$ cat src/rtl/vital_scan_sequencer.sv
// Round-robin sensor scanner: per channel it starts the settle timer, samples on done, range-checks, and raises sticky alarms.
// Optional MON_TIMEOUT_EN adds a WAIT_DONE watchdog of TO_CYC cycles that flags tmr_err and forces the sample.
module vital_scan_sequencer #(
  parameter int NCH    = 4,
  parameter int CW     = 2,
  parameter int DW     = 8,
  parameter int VIOL_N = 3,
  parameter int TO_CYC = 255
) (
  input  logic              clk,
  input  logic              rst,
  input  logic              en,
  input  logic              alarm_ack,
  input  logic [DW-1:0]     sensor_data,
  input  logic [NCH*DW-1:0] lo_thr,
  input  logic [NCH*DW-1:0] hi_thr,
  input  logic              tmr_done,
  output logic              tmr_start,
  output logic [CW-1:0]     ch_sel,
  output logic              sample_valid,
  output logic [CW-1:0]     sample_ch,
  output logic [DW-1:0]     sample_data,
  output logic [NCH-1:0]    alarm,
  output logic              busy,
  output logic              tmr_err
);

  localparam logic [2:0] S_IDLE      = 3'd0;
  localparam logic [2:0] S_START     = 3'd1;
  localparam logic [2:0] S_WAIT_BUSY = 3'd2;
  localparam logic [2:0] S_WAIT_DONE = 3'd3;
  localparam logic [2:0] S_SAMPLE    = 3'd4;
  localparam logic [2:0] S_NEXT      = 3'd5;

  logic [2:0]    state;
  logic [3:0]    cnt [NCH];
  logic [3:0]    cnt_cur;
  logic [3:0]    cnt_upd;
  logic [DW-1:0] lo_cur;
  logic [DW-1:0] hi_cur;
  logic          viol_cur;
  logic          alarm_set;

  function automatic logic out_of_range(input logic [DW-1:0] d, input logic [DW-1:0] lo,
                                        input logic [DW-1:0] hi);
    return (d < lo) || (d > hi);
  endfunction

  // Consecutive-violation count, saturating at VIOL_N; any in-range sample restarts it.
  function automatic logic [3:0] cnt_next(input logic [3:0] c, input logic v);
    if (!v)
      return 4'd0;
    if (c >= 4'(VIOL_N))
      return 4'(VIOL_N);
    return c + 4'd1;
  endfunction

  assign tmr_start    = (state == S_START);
  assign sample_valid = (state == S_NEXT);
  assign busy         = (state != S_IDLE);

  assign lo_cur    = lo_thr[int'(ch_sel)*DW +: DW];
  assign hi_cur    = hi_thr[int'(ch_sel)*DW +: DW];
  assign viol_cur  = out_of_range(sensor_data, lo_cur, hi_cur);
  assign cnt_upd   = cnt_next(cnt_cur, viol_cur);
  assign alarm_set = (cnt_upd >= 4'(VIOL_N));

  always_comb begin
    cnt_cur = 4'd0;
    for (int i = 0; i < NCH; i++)
      if (ch_sel == CW'(i))
        cnt_cur = cnt[i];
  end

`ifdef MON_TIMEOUT_EN
  localparam int TW = (TO_CYC < 2) ? 1 : $clog2(TO_CYC + 1);
  logic [TW-1:0] tmo_cnt;

  always_ff @(posedge clk or negedge rst) begin
    if (!rst)
      tmo_cnt <= '0;
    else if (state == S_WAIT_DONE)
      tmo_cnt <= tmo_cnt + 1'b1;
    else
      tmo_cnt <= '0;
  end
`endif

  always_ff @(posedge clk or negedge rst) begin
    if (!rst) begin
      state   <= S_IDLE;
      ch_sel  <= '0;
      tmr_err <= 1'b0;
    end else begin
      case (state)
        S_IDLE:      if (en) state <= S_START;
        S_START:     state <= S_WAIT_BUSY;
        S_WAIT_BUSY: begin
          // A timer still reporting done right after a start has ignored it.
          if (tmr_done) begin
            tmr_err <= 1'b1;
            state   <= S_SAMPLE;
          end else begin
            state   <= S_WAIT_DONE;
          end
        end
        S_WAIT_DONE: begin
          if (tmr_done)
            state <= S_SAMPLE;
`ifdef MON_TIMEOUT_EN
          else if (tmo_cnt == TW'(TO_CYC - 1)) begin
            tmr_err <= 1'b1;
            state   <= S_SAMPLE;
          end
`endif
        end
        S_SAMPLE:    state <= S_NEXT;
        S_NEXT: begin
          ch_sel <= (ch_sel == CW'(NCH - 1)) ? '0 : ch_sel + 1'b1;
          state  <= en ? S_START : S_IDLE;
        end
        default:     state <= S_IDLE;
      endcase
    end
  end

  // Sample capture, violation counting and alarm latching share the edge leaving SAMPLE.
  always_ff @(posedge clk or negedge rst) begin
    if (!rst) begin
      sample_data <= '0;
      sample_ch   <= '0;
      alarm       <= '0;
      for (int i = 0; i < NCH; i++)
        cnt[i] <= 4'd0;
    end else begin
      if (state == S_SAMPLE) begin
        sample_data <= sensor_data;
        sample_ch   <= ch_sel;
      end
      for (int i = 0; i < NCH; i++) begin
        if ((state == S_SAMPLE) && (ch_sel == CW'(i)))
          cnt[i] <= cnt_upd;
        if ((state == S_SAMPLE) && (ch_sel == CW'(i)) && alarm_set)
          alarm[i] <= 1'b1;
        else if (alarm_ack)
          alarm[i] <= 1'b0;
      end
    end
  end

endmodule

$ cat config.mk
export PLATFORM = sky130hd
export DESIGN_NAME = vital_scan_sequencer
export DESIGN_NICKNAME = d
export VERILOG_FILES = /design/src/rtl/vital_scan_sequencer.sv
export SDC_FILE = /design/constraint.sdc
export NUM_CORES = 1
export LEC_CHECK = 0
export CORE_ASPECT_RATIO = 0.6
export CORE_MARGIN = 5
export CORE_UTILIZATION = 44
export CTS_CLUSTER_SIZE = 12
export DETAILED_ROUTE_END_ITERATION = 10
export MAX_ROUTING_LAYER = met4
export PLACE_DENSITY = 0.81
export SLEW_MARGIN = 20
export SYNTH_ARGS = -nofsm -noshare
export SYNTH_HDL_FRONTEND = slang
export SYNTH_SLANG_ARGS = --single-unit
$ cat constraint.sdc
create_clock -name clk -period 3.18 [get_ports clk]
set_input_delay 0.477 -clock clk [delete_from_list [all_inputs] [get_ports clk]]
set_output_delay 0.477 -clock clk [all_outputs]
set_load 0.005 [all_outputs]
==> results of run 1 <==
[worst max-delay path, stage by stage (launching register included)]
cell      delay (ps)
dfrtp_1          620
buf_4            260
mux4_2           520
inv_1             70
ha_1             230
nor2b_1          130
o211ai_1         170
a21oi_1           90
o22ai_1          160
o211a_2          380
o32ai_1          130
[cells in the final DEF, fill, tap and decap left out, types with 2 or more instances in the layout]
cell and count:
clkdlybuf4s50_1 96, ha_1 20, o32ai_1 4, nand3b_1 2, nor3_2 2, a221oi_1 2, nand4_1 3, mux2_2 11
mux4_2 15, o21ai_0 6, buf_4 7, nor2_1 4, inv_1 24, o31ai_1 8, and2_1 7, clkbuf_8 5
nor2b_1 4, or3_1 2, nand2_1 17, dfrtp_1 36, o22ai_1 2, nand2b_1 4, a21oi_1 10
[registers in the layout, summed over array words and instances, names as in the netlist]
signal       flops
cnt             16
tmr_err          1
state            3
sample_ch        2
sample_data      8
alarm            4
ch_sel           2
[final cells by class]
cell class / count / share of cell area
clock buffers: 5 / 0.01954
well taps: 66 / 0.02345
repair buffers: 103 / 0.2877
multi-input cells: 140 / 0.3833
clock inverters: 2 / 0.003552
inverters: 25 / 0.02664
flip-flops and latches: 36 / 0.2558
[kinds of logic (layout without fill, tap and decap cells)]
logic type               after synthesis  in the layout  synth area share
flip-flops                            36             36            0.3758
buffers and inverters                 34            135           0.06106
AND/OR/NAND/NOR                       47             47            0.1070
AO/OA/AOI/OAI                         45             45            0.1503
adder cells (fa/ha/maj)               20             20            0.1044
multiplexers                          28             28            0.2015
[power by group]
part	total, uW	internal (uW)	switching (uW)
logic	1610	873	741
clock network	316	148	167
registers	758	611	148
[metrics by stage]
step	cells	total power (uW)	setup slack [ps]
after floorplan	210	1814	266.9
after global placement	370	2340	299.5
after detailed placement	370	2383	222.0
after CTS	377	2711	260.9
after global routing	377	2928	19.52
final	377	2688	295.7
[metal layers]
layer / vias to the layer above / wire length [um]
li1: 980 / -
met1: 985 / 3099
met2: 58 / 2942
met3: 5 / 455
met4: 0 / 24
met5: - / 0
[worst min path at each step]
stage	endpoint	start	slack, ps	depth (start not counted)
finish	cnt[0]	cnt[0]	480	2
global route	cnt[0]	cnt[0]	500	2
CTS	cnt[9]	cnt[9]	480	2
detailed placement	cnt[2]	cnt[2]	470	1
global placement	cnt[1]	cnt[1]	460	2
floorplan	alarm[0]	rst	180	0
==> impl_metrics.json, run 1 <==
{
  "synth.area.top_cells": "dfrtp_1, mux4_2, ha_1",
  "rsz0062_at_grt": "no",
  "synthTopCellsByCount": "dfrtp_1, inv_1, ha_1",
  "gr-usage-all-layers": 0.2058,
  "routed_wirelength_mm": 6.523,
  "slew_headroom": 0.6938,
  "multi_input_area_sq_um": 1350,
  "area_growth_pct": 46.92,
  "cp_max_fo": 12,
  "tritoncts": "built",
  "tns_ps": 0,
  "synth_ff_type": "dfrtp_1",
  "synthCells": 210,
  "ff2ff_path_depth": 10,
  "grt_pass1_vias": 2100,
  "r2r_slack_ps": 300,
  "cts_root_buf": "clkbuf_8",
  "grt-busiest-layer": "met2",
  "utilization": 0.6800,
  "boundaryPins": 97,
  "clock_sinks": 36,
  "arrival_ps": 3040,
  "grt_use_met1": 0.2839,
  "vias": 2028,
  "post-synth-top-area-fraction": 0.3758,
  "placed_cell_area_sq_um": 3441,
  "gp_congestion": 0.8149,
  "grt_max_degree": 37,
  "die_x_um": 105.3,
  "worst-slew-pin-transition_ps": 459.4,
  "n_antenna_cell": 0,
  "grt_pass1_wl_mm": 10.85,
  "r2r-start": "ch_sel[0]",
  "ys_seq_elements": 36,
  "synth_top_cell_by_area": "dfrtp_1",
  "design_area_sq_um": 3522,
  "setup_viol": 0,
  "global_route.usage.met3": 0.05540,
  "critical_path_required_ps": 3340,
  "via_per_inst": 5.379,
  "maxClockFrequency_ghz": 0.3467,
  "first_pass_iters": 4,
  "design.core.area_sq_um": 5180,
  "hold_class": "register to register",
  "fill_cells": 432,
  "numPortBuffers": 96,
  "max-vdd-ir-drop_uv": 438.0,
  "met2_usage": 0.3183,
  "fp.dieArea_sq_um": 7073,
  "start_kind": "register",
  "clk_latency_ps": 290,
  "crit_type": "register to register",
  "post-route-period-util": 0.9070,
  "reg2reg_to": "alarm[0]",
  "drc": 0,
  "cts_buffers": 5,
  "dpl.hpwl_mm": 5.457,
  "cts_resized": 0,
  "nets": 408,
  "drtAntennaViolNets": 0,
  "h-tree-depth": 2,
  "synth_area_per_cell_sq_um": 11.42,
  "p_per_area_nw_per_um2": 763.2,
  "yosysWarnings": 0,
  "slew_viol_final": 0,
  "start_util": 0.4628,
  "antenna_found_initial": 0,
  "period_minus_slack_ps": 2884,
  "num_rows": 20,
  "maxCapViolations": 0,
  "holdWs_ps": 482.5,
  "drt_iter0_drc": 101,
  "avgRoutedWirePerCell_um": 17.30,
  "crit_start": "ch_sel[0]",
  "synth_nets": 307,
  "cp-end-kind": "register",
  "yosysMostFrequentCell": "dfrtp_1",
  "post_cts_buffers": 0,
  "yosysSeqAreaShare": 0.3758,
  "die_y_um": 67.18,
  "yosysUniqueCellTypes": 42,
  "grt_overflow": 0,
  "clkTransAtPathRegs_ps": 70,
  "p_leak_uw": 0.001499,
  "fin_skew_ps": 11.60,
  "regArea_sq_um": 900.9,
  "async_flop_share": 1.000,
  "clk_path_buf_depth": 2,
  "status": "complete, no violations",
  "cts_hold_buf": 0,
  "hold_viol": 0,
  "critical_path.endpoint": "alarm[0]",
  "post_route_cells_drive_above_1_share": 0.1640,
  "syn_area_sq_um": 2397,
  "synth-edff-count": 0
}
Power figures use the tool's default switching activity.
==> run 2, diff against run 1 <==
--- a/config.mk
+++ b/config.mk
@@ -14,2 +14,3 @@
 export PLACE_DENSITY = 0.81
+export SETUP_SLACK_MARGIN = 0.2
 export SLEW_MARGIN = 20
==> constraint.sdc (replaced) <==
create_clock -name clk -period 3.18 [get_ports clk]
set_input_delay 0.636 -clock clk [delete_from_list [all_inputs] [get_ports clk]]
set_output_delay 0.636 -clock clk [all_outputs]
set_load 0.005 [all_outputs]
==> impl_metrics.json, run 2 (synthesized netlist as in run 1, its figures left out) <==
{
  "status": "complete, no violations",
  "grt_pass1_wl_mm": 10.79,
  "vias": 2022,
  "reg2reg_to": "alarm[3]",
  "num_rows": 20,
  "gr-usage-all-layers": 0.2025,
  "nets": 408,
  "reg_top3": "cnt x16, sample_data x8, alarm x4",
  "n_antenna_cell": 0,
  "avgRoutedWirePerCell_um": 17.43,
  "period_minus_slack_ps": 2819,
  "fp.dieArea_sq_um": 7073,
  "tritoncts": "built",
  "p_leak_uw": 0.001510,
  "start_kind": "primary input",
  "ff2ff_path_depth": 9,
  "multi_input_area_sq_um": 1355,
  "clkTransAtPathRegs_ps": 70,
  "drc": 0,
  "p_clk_frac": 0.128,
  "hold_viol": 0,
  "internal-power_uw": 1680,
  "worst-slew-pin-transition_ps": 457.4,
  "h-tree-depth": 2,
  "cp_slowest_cell": "mux4_2",
  "setup_viol": 0,
  "p_comb_frac": 0.596,
  "area_growth_pct": 47.81,
  "post-route-period-util": 0.8864,
  "cts_buffers": 5,
  "cts_root_buf": "clkbuf_8",
  "path_cells": "clkdlybuf4s50_1 > mux4_2 > inv_1 > ha_1 > a21oi_2 > o21ai_2 > a2111oi_4 > nand2_1 > o211a_2 > o32ai_1",
  "power_switching_uw": 1061,
  "design_area_sq_um": 3543,
  "dp_slack_ps": 51.25,
  "clk_latency_ps": 280,
  "via_per_inst": 5.363,
  "crit_type": "primary input to register",
  "largest_register_ffs": 16,
  "crit_family": "compound AO/OA/AOI/OAI gates",
  "hold_depth": 1,
  "antenna_found_initial": 0,
  "maxClockFrequency_ghz": 0.3548,
  "tns_ps": 0,
  "hold_end": "cnt[3]",
  "clk_path_buf_depth": 2,
  "utilization": 0.6841,
  "die_y_um": 67.18,
  "cp_max_fo": 12,
  "slew_headroom": 0.6951,
  "numPortBuffers": 96,
  "rsz0062_at_grt": "no",
  "final_cell_mix": "clkdlybuf4s50_1, dfrtp_1, inv_1, ha_1, nand2_1",
  "regArea_sq_um": 902.1,
  "hold_class": "register to register",
  "die_x_um": 105.3,
  "critical_path_required_ps": 3370,
  "dpl.hpwl_mm": 5.464,
  "grt_max_degree": 37,
  "drt_iter0_drc": 94,
  "swShare": 0.3871,
  "hold_start": "cnt[3]",
  "layout_setup_ws_ps": 361.4,
  "grt_overflow": 0,
  "p_per_area_nw_per_um2": 773.5,
  "slew_viol_final": 0,
  "cp-end-kind": "register",
  "arrival_ps": 3000,
  "dp.cells": 370,
  "grt_pass1_vias": 2116,
  "design.core.area_sq_um": 5180,
  "clock_sinks": 36,
  "slowest_delay_ps": 460,
  "boundaryPins": 97,
  "start_util": 0.4628,
  "drtAntennaViolNets": 0,
  "fin_skew_ps": 2.858,
  "post_route_cells_drive_above_1_share": 0.1704,
  "fin_cells": 377,
  "placed_cell_area_sq_um": 3441,
  "first_pass_iters": 4,
  "final_common_cell": "clkdlybuf4s50_1",
  "top_register": "cnt",
  "max-vdd-ir-drop_uv": 428.6,
  "r2r_slack_ps": 400,
  "maxCapViolations": 0,
  "r2r-start": "ch_sel[0]",
  "gp_congestion": 0.8151,
  "fill_cells": 399,
  "p_seq_frac": 0.277,
  "routed_wirelength_mm": 6.570,
  "cp_num_buf_inv": 2
}
==> run 2: changes by cell type in the layout (fill, tap and decap cells not counted) <==
cell / delta
clkinv_2: -1
clkinvlp_4: -1
dfrtp_1: -1
o31ai_1: -1
clkbuf_8: +2
dfrtp_2: +1
o31ai_2: +1
==> run 2: per-stage QoR <==
step	power [uW]	hold slack [ps]
final	2741	479.2
after CTS	2749	484.5
after global placement	2340	459.6
after global routing	2957	506.1
after detailed placement	2380	468.2
after floorplan	1814	340.4
==> run 2: what timing repair did <==
action / in CTS / in global routing
buffers inserted: 0 / 0
setup endpoints to repair: 0 / 12
resized for setup: 0 / 2
hold buffers: 0 / 0
hold endpoints to repair: 0 / 0
==> run 2: power by group through the flow <==
stage / Clock, uW / Sequential (uW) / Combinational [uW]
4_1_cts: 359 / 759 / 1630
3_3_place_gp: 0 / 761 / 1580
2_1_floorplan: 0 / 711 / 1100
5_1_grt: 378 / 784 / 1800
3_5_place_dp: 0 / 762 / 1620
6_report: 350 / 758 / 1630
==> run 2: worst max path at each step <==
stage	from	end	slack [ps]	cells after the start
final	lo_thr[23]	alarm[3]	360	10
after global routing	lo_thr[29]	alarm[3]	210	10
after CTS	ch_sel[0]	cnt[12]	250	10
after detailed placement	lo_thr[23]	alarm[3]	50	10
after global placement	lo_thr[31]	alarm[0]	150	10
after floorplan	ch_sel[0]	alarm[0]	270	12
==> run 2: cell type report <==
type / instances / area share
inverter: 25 / 0.02648
timing repair buffer: 103 / 0.2860
multi-input combinational: 140 / 0.3824
clock buffer: 7 / 0.02719
tap: 66 / 0.02331
sequential: 36 / 0.2546
==> run 2: metal layers <==
layer  global-route usage  part of all wire
met3              0.04680             0.069
met4              0.02455            0.0023
met5                    -                 0
met2               0.3175              0.46
met1               0.2789              0.47
==> run 3, diff against run 2 <==
Settings changed: CORE_MARGIN 5 to 2.
Clock period 3.18 ns to 3.03 ns, I/O delays scaled along.
==> impl_metrics.json, run 3 (synthesized netlist as in run 1, its figures left out) <==
{
  "p_leak_uw": 0.001555,
  "start_kind": "primary input",
  "slew_headroom": 0.4571,
  "top_register": "cnt",
  "arrival_ps": 2830,
  "rsz0062_at_grt": "no",
  "worst-slew-pin-transition_ps": 810.7,
  "reg_top3": "cnt x16, sample_data x8, alarm x4",
  "power_switching_uw": 1239,
  "design.core.area_sq_um": 5155,
  "design_area_sq_um": 3681,
  "p_per_area_nw_per_um2": 840.3,
  "slew_viol_final": 0,
  "start_util": 0.4650,
  "maxClockFrequency_ghz": 0.3740,
  "holdWs_ps": 481.6,
  "p_clk_frac": 0.101,
  "first_pass_iters": 4,
  "fp.dieArea_sq_um": 6074,
  "max-vdd-ir-drop_uv": 400.3,
  "finalPower_uw": 3093,
  "internal-power_uw": 1854,
  "setup_viol": 0,
  "hold_class": "register to register",
  "via_per_inst": 5.384,
  "fin_skew_ps": 5.711,
  "numPortBuffers": 96,
  "vias": 2073,
  "die_x_um": 99.29,
  "grt_pass1_vias": 2150,
  "h-tree-depth": 2,
  "final_cell_mix": "clkdlybuf4s50_1, dfrtp_1, inv_1, ha_1, nand2_1",
  "cts_buffers": 5,
  "drt_iter0_drc": 38,
  "gr-usage-all-layers": 0.2229,
  "final_common_cell": "clkdlybuf4s50_1",
  "period_minus_slack_ps": 2674,
  "placed_cell_area_sq_um": 3441,
  "tritoncts": "built",
  "largest_register_ffs": 16,
  "avgRoutedWirePerCell_um": 16.61,
  "dpl.hpwl_mm": 5.096,
  "routed_wirelength_mm": 6.394,
  "nets": 416,
  "clkTransAtPathRegs_ps": 70,
  "post_route_cells_drive_above_1_share": 0.2257,
  "cts_hold_buf": 0,
  "clk_path_buf_depth": 2,
  "grt_max_degree": 37,
  "drc": 0,
  "p_seq_frac": 0.252,
  "boundaryPins": 97,
  "slowest_delay_ps": 460,
  "p_comb_frac": 0.647,
  "grt_pass1_wl_mm": 10.18,
  "num_rows": 20,
  "grt_overflow": 0,
  "post-route-period-util": 0.8825,
  "crit_type": "primary input to register",
  "status": "complete, no violations",
  "utilization": 0.7141,
  "cp_slowest_cell": "mux4_2",
  "antenna_found_initial": 0,
  "swShare": 0.4005,
  "gp_congestion": 0.8618,
  "path_cells": "clkdlybuf4s50_1 > mux4_2 > inv_1 > ha_1 > nor2b_1 > o211ai_1 > a21oi_1 > o22ai_1 > o211a_4 > o32ai_2",
  "die_y_um": 61.18,
  "cts_root_buf": "clkbuf_8",
  "hold_viol": 0,
  "maxCapViolations": 0,
  "cp-end-kind": "register",
  "clk_latency_ps": 280,
  "cp_max_fo": 6,
  "critical_path_required_ps": 3190,
  "clock_sinks": 36,
  "area_growth_pct": 53.55,
  "drtAntennaViolNets": 0,
  "n_antenna_cell": 0
}
## run 3: changes by cell type in the layout (fill, tap and decap cells not counted), moves of 2 or more
| cell | before | now |
|---|---|---|
| buf_4 | 7 | 14 |
| clkbuf_8 | 7 | 5 |
| ha_1 | 20 | 18 |
| ha_2 | 0 | 2 |
| o211a_4 | 0 | 2 |
| o31ai_1 | 7 | 5 |
| o32ai_1 | 4 | 0 |
| o32ai_2 | 0 | 4 |
## run 3: metrics by stage
stage          instances  worst slack, ps  setup TNS, ps
3_3_place_gp         370            20.46              0
4_1_cts              377            239.5              0
6_report             385            356.1              0
3_5_place_dp         370           -91.39         -268.8
5_1_grt              385            216.9              0
2_1_floorplan        210            245.6              0
## run 3: area by class of cell
class                      count  area (sq um)
multi-input combinational    141          1458
tap                           66         82.58
sequential                    36         903.4
clock buffer                   6         72.57
inverter                      25         93.84
timing repair buffer         110          1066
fill                         382          1474
clock inverter                 1         5.005
## run 3: repair_timing
action	4_1_cts	5_1_grt
setup endpoints to repair	2	12
buffers inserted	0	7
cloned	0	1
pin swaps	0	5
hold endpoints to repair	0	0
resized for setup	2	17
## run 3: metal layers
layer / part of all wire / wire, um / vias up / track usage
met2: 0.45 / 2899 / 54 / 0.3552
met1: 0.49 / 3140 / 1026 / 0.3074
met5: 0 / 0 / - / -
met3: 0.053 / 341 / 2 / 0.05562
met4: 0.0019 / 12 / 0 / 0.01370
li1: - / - / 991 / -
## run 3: path summary, 6_finish.rpt
| check | start | end | slack, ps | cells past startpoint |
|---|---|---|---|---|
| setup / recovery | hi_thr[25] | alarm[0] | 360 | 10 |
| hold reg to reg | cnt[2] | cnt[2] | 480 | 1 |
| setup reg to reg | ch_sel[1] | alarm[2] | 420 | 9 |
| min in group asynchronous | rst | sample_data[4] | 750 | 2 |
| max in group asynchronous | rst | ch_sel[1] | 1930 | 2 |
| hold / removal | cnt[2] | cnt[2] | 480 | 1 |
## run 3: worst max-delay path: cells and delay by family
kind / cells / cell delay [ps]
AND/OR/NAND/NOR: 1 / 140
adder cells (fa/ha/maj): 1 / 230
multiplexers: 1 / 460
buffers and inverters: 2 / 480
AO/OA/AOI/OAI: 5 / 910
## run 3: power by group through the flow
stage                     Clock [uW]  Sequential [uW]  Combinational, uW
after floorplan                    0              746               1170
after global placement             0              795               1670
after detailed placement           0              803               1700
after CTS                        323              796               1720
after global routing             339              803               2190
final                            313              780               2000
